--- config.mk ---
export PLATFORM = sky130hd
export DESIGN_NAME = sum_accumulator
export DESIGN_NICKNAME = d
export VERILOG_FILES = /design/src/rtl/sum_accumulator_pkg.sv /design/src/rtl/sum_accumulator.sv
export SDC_FILE = /design/constraint.sdc
export NUM_CORES = 1
export LEC_CHECK = 0
export CORE_AREA = 2 2 49 51
export CTS_CLUSTER_DIAMETER = 50
export DETAILED_ROUTE_END_ITERATION = 8
export DIE_AREA = 0 0 51 53
export PLACE_DENSITY = 0.7
export SLEW_MARGIN = 20
export SYNTH_ARGS = -nofsm -noshare
export SYNTH_HDL_FRONTEND = slang
export SYNTH_SLANG_ARGS = --single-unit
--- constraint.sdc ---
create_clock -name clk -period 3.6 [get_ports clk]
set_input_delay 0.54 -clock clk [delete_from_list [all_inputs] [get_ports clk]]
set_output_delay 0.54 -clock clk [all_outputs]
set_load 0.03 [all_outputs]
--- src/rtl/sum_accumulator_pkg.sv ---
// Shared types and defaults for the frame-based sum accumulator that sits
// behind the 4-bit ripple adder stage.
package sum_accumulator_pkg;

  typedef enum logic [1:0] {
    IDLE = 2'd0,
    ACC  = 2'd1,
    DONE = 2'd2
  } state_t;

  localparam int DEF_IN_W  = 4;
  localparam int DEF_ACC_W = 8;
  localparam int DEF_COUNT = 16;
  localparam int SAMPLE_W  = DEF_IN_W + 1;

  // The counter must be able to hold the value COUNT itself.
  function automatic int count_width(input int count);
    return $clog2(count + 1);
  endfunction

endpackage

--- src/rtl/sum_accumulator.sv ---
// Accumulates a frame of COUNT adder results ({cout, sum}) into an ACC_W-bit
// total with a sticky overflow flag, handing the total off via out_valid/out_ack.
module sum_accumulator
  import sum_accumulator_pkg::*;
#(
  parameter int IN_W  = DEF_IN_W,
  parameter int ACC_W = DEF_ACC_W,
  parameter int COUNT = DEF_COUNT
) (
  input  logic             clk,
  input  logic             rst_n,
  input  logic             start,
  input  logic             in_valid,
  input  logic [IN_W-1:0]  in_sum,
  input  logic             in_cout,
  output logic             in_ready,
  output logic [ACC_W-1:0] acc_out,
  output logic             out_valid,
  input  logic             out_ack,
  output logic             ovf,
  output logic             busy
);

  localparam int CNT_W = count_width(COUNT);

  state_t           state;
  state_t           state_next;
  logic [CNT_W-1:0] cnt;
  logic [ACC_W:0]   sample_ext;
  logic [ACC_W:0]   sum_wide;
  logic             accept;
  logic             last_sample;

  assign accept      = in_valid && (state == ACC);
  assign last_sample = (cnt == CNT_W'(COUNT - 1));
  assign sample_ext  = {{(ACC_W - IN_W){1'b0}}, in_cout, in_sum};
  // One extra bit so the carry out of the accumulator becomes the overflow flag.
  assign sum_wide    = {1'b0, acc_out} + sample_ext;

  always_ff @(posedge clk or negedge rst_n) begin
    if (!rst_n) begin
      state <= IDLE;
    end else begin
      state <= state_next;
    end
  end

  always_comb begin
    state_next = state;
    case (state)
      IDLE:    if (start) state_next = ACC;
      ACC:     if (accept && last_sample) state_next = DONE;
      DONE:    if (out_ack) state_next = IDLE;
      default: state_next = IDLE;
    endcase
  end

  // Total and flag survive into IDLE and are only cleared by the next start.
  always_ff @(posedge clk or negedge rst_n) begin
    if (!rst_n) begin
      acc_out <= '0;
      cnt     <= '0;
      ovf     <= 1'b0;
    end else if ((state == IDLE) && start) begin
      acc_out <= '0;
      cnt     <= '0;
      ovf     <= 1'b0;
    end else if (accept) begin
      acc_out <= sum_wide[ACC_W-1:0];
      ovf     <= ovf | sum_wide[ACC_W];
      cnt     <= cnt + CNT_W'(1);
    end
  end

  assign in_ready  = (state == ACC);
  assign out_valid = (state == DONE);
  assign busy      = (state != IDLE);

endmodule

==> reports/metrics.csv <==
stage;metric;value;unit
outcome;status;complete, no violations;
timing;Slew headroom;0.524;
worst_setup_path;cell depth of the worst setup path;2;
yosys;Synth area leaders;dfrtp_1 44%, ha_1 9.6%, nand2_1 5.7%;
yosys;#FFs+latches synth;16;
timing;Final Setup Violations;0;
grt;total track usage;0.145;
yosys;net count after synthesis;108;
cells_and_area;post-layout util;0.552;
yosys;Synth Area in XOR/XNOR;0.0478;
floorplan;DIE HEIGHT;53;um
drt;WL/cell;11.7;um
grt;largest net degree at the start of global routing;17;
worst_setup_path;worst-path cell chain;nor2b_1 > clkdlybuf4s50_1;
flow_run;max-capacitance violation count;0;
floorplan;FP Rows;17;
grt;vias in the first global route;641;
worst_setup_path;CP endpoint kind;primary output;
cells_and_area;Layout area overhead;29.5;%
worst_setup_path;FF-to-FF Start;acc_out[0];
floorplan;core area;0.00215;mm2
drt;DRT Pass-1 Iters;4;
clocking;CTS buffer count;3;
clocking;CTS Hold Bufs;0;
timing;Max Slew Vio Count;0;
drt;drt drc;0;
yosys;top cell type's share of synthesized area;0.437;
clocking;Max Root-Sink Buffers;2;
floorplan;I/O pin total;22;
drt;routed vias/inst;5.01;
drt;Iter 0 DRT Violations;4;
cells_and_area;fillers;195;
floorplan;initial core utilization;0.426;
grt;initial antenna violation count;0;
worst_setup_path;Crit path arrival time;1.64;ns
cells_and_area;Final nets;133;
timing;Worst Tran Pin Value;0.712;ns
yosys;Adder-Cell Fraction of Synth Area;0.117;
pwr;Pwr per Cell Area;826;mW/mm2
yosys;FFs w/ async S/R, synth;1.00;
worst_setup_path;r2r endpoint;acc_out[6];
cells_and_area;# diodes;0;
worst_setup_path;CP endpoint;in_ready;
timing;clock skew;0.000281;ns
cells_and_area;share of cells above drive strength 1;0.0702;
clocking;clk_lat worst skew;0.29;ns
pwr;leakage;0.565;nW
yosys;mux cell area share after synthesis;0.0328;
floorplan;total die area;0.00270;mm2
timing;RSZ-0062 raised after global routing;false;
worst_setup_path;maximum fanout along the worst path;5;
clocking;CTS tree;built;
pwr;VDD IR-drop max;0.530;mV
clocking;root buf cell;clkbuf_4;
grt;first-pass GRT wire length;2820;um
worst_hold_path;Worst Hold Class;reg -> reg;
yosys;Distinct cells, synth;28;
worst_setup_path;cells on worst reg2reg path;7;
worst_setup_path;CP top delay family;buffers and inverters;
yosys;simple-gate share of the synthesized area;0.178;
grt;total global routing overflow;0;
worst_setup_path;CP max stage cell;clkdlybuf4s50_1;
yosys;top-count cell post-synth;dfrtp_1;
timing;post-route clock period utilization;0.607;
yosys;Main synth FF type;dfrtp_1;
timing;final setup TNS;0;ns
timing;Fin. Hold Viols;0;
clocking;Clock transition at path regs;0.09;ns
yosys;top cell type by total area after synthesis;dfrtp_1;
placed_design;dpl hpwl;1280;um
yosys;largest family of logic cells by synthesized area;simple AND/OR/NAND/NOR gates;
drt;Vias;711;
worst_setup_path;critical path class;reg -> out;
drt;Post-DRT Antenna Nets;0;
clocking;# Post-CTS Setup Buffers;0;
yosys;Post-synth top cells;16 x dfrtp_1, 14 x nand2_1, 7 x ha_1, 7 x inv_1, 6 x o21ai_1;
timing;final worst path period need;2.18;ns
worst_setup_path;startpoint types;flip-flop;
placed_design;gpl congestion;0.744;
worst_setup_path;WP buf/inv;1;
yosys;register area share after synthesis;0.437;
worst_setup_path;worst path required time;3.06;ns
worst_setup_path;register-to-register setup slack;1.88;ns
yosys;post-synthesis cell count;90;
yosys;Avg Cell Area, Syn;10.2;um2
worst_setup_path;CP startpoint;state[0];
floorplan;die width;51;um
yosys;YS warnings;0;
clocking;H-tree levels;1;
placed_design;I/O Buffers;21;
drt;final WL;1660;um
clocking;post_cts resized;0;
yosys;Post-synth EDFFs;0;
timing;Fmax;458;MHz
yosys;Synth Area in Compound Gates;0.146;
clocking;clk sink count;16;
yosys;Post-Synthesis Cell Area;916;um2
worst_setup_path;max incr delay on CP;0.71;ns
[stage by stage]
stage	std cells	hold slack, ns	total power [mW]	setup WS (ns)	area [um2]
after global placement	138	0.468	0.860	1.29	1150
after floorplan	90	0.244	0.691	1.78	916
final	142	0.505	0.980	1.42	1190
after detailed placement	138	0.488	0.871	1.25	1150
after CTS	142	0.509	0.992	1.40	1190
after global routing	142	0.542	1.06	1.34	1190
[layout by cell type, fill, tap and decap left out, types with 2 or more instances in the layout]
cell type / count
clkbuf_4: 3
ha_1: 7
mux2i_1: 3
inv_1: 7
a21oi_1: 4
a22o_1: 4
and3_1: 2
nor2_1: 5
nand2_1: 14
xor2_1: 4
dfrtp_1: 16
o21ai_1: 6
clkdlybuf4s50_1: 21
nor2b_1: 2
[how the worst min path moves through the flow]
| stage | startpoint | to | cells after the start |
|---|---|---|---|
| 2_1_floorplan | rst_n | acc_out[0] | 0 |
| 3_3_place_gp | cnt[4] | cnt[4] | 2 |
| 3_5_place_dp | cnt[4] | cnt[4] | 2 |
| 4_1_cts | cnt[4] | cnt[4] | 2 |
| 5_1_grt | acc_out[7] | acc_out[7] | 1 |
| 6_report | cnt[4] | cnt[4] | 2 |
[worst min-delay path: cells and delay by family (launching register included)]
family	cells	cell delay, ns
compound gates	1	0.07
simple gates	1	0.05
flops	1	0.36
[layer usage]
layer / share of wire / GRT usage
met1: 0.48 / 0.189
met2: 0.44 / 0.225
met3: 0.060 / 0.0198
met4: 0.022 / 0.0946
met5: 0 / 0
[cells by family (layout without fill, tap and decap cells)]
group | count (synthesis) | in the layout
xor+xnor | 5 | 5
flops | 16 | 16
compound gates | 20 | 20
mux | 3 | 3
simple gates | 30 | 30
buf+inv | 8 | 32
fa+ha+maj | 8 | 8
[layout make-up]
class | instances | area [um2] | area share
Multi-Input combinational cell | 66 | 478 | 0.403
Sequential cell | 16 | 400 | 0.338
Timing Repair Buffer | 21 | 210 | 0.177
Clock buffer | 4 | 36.3 | 0.0306
Tap cell | 28 | 35.0 | 0.0295
Inverter | 7 | 26.3 | 0.0222
[state kept, by name, indices dropped and copies added, names as in the netlist]
signal / cells
state: 2
acc_out: 8
cnt: 5
ovf: 1
[power breakdown]
part	internal [mW]	switching [mW]	total, mW
Clock	0.0616	0.0581	0.120
Combinational	0.240	0.294	0.533
Sequential	0.258	0.0693	0.327
Note: power is estimated with default switching activity, not from simulation.
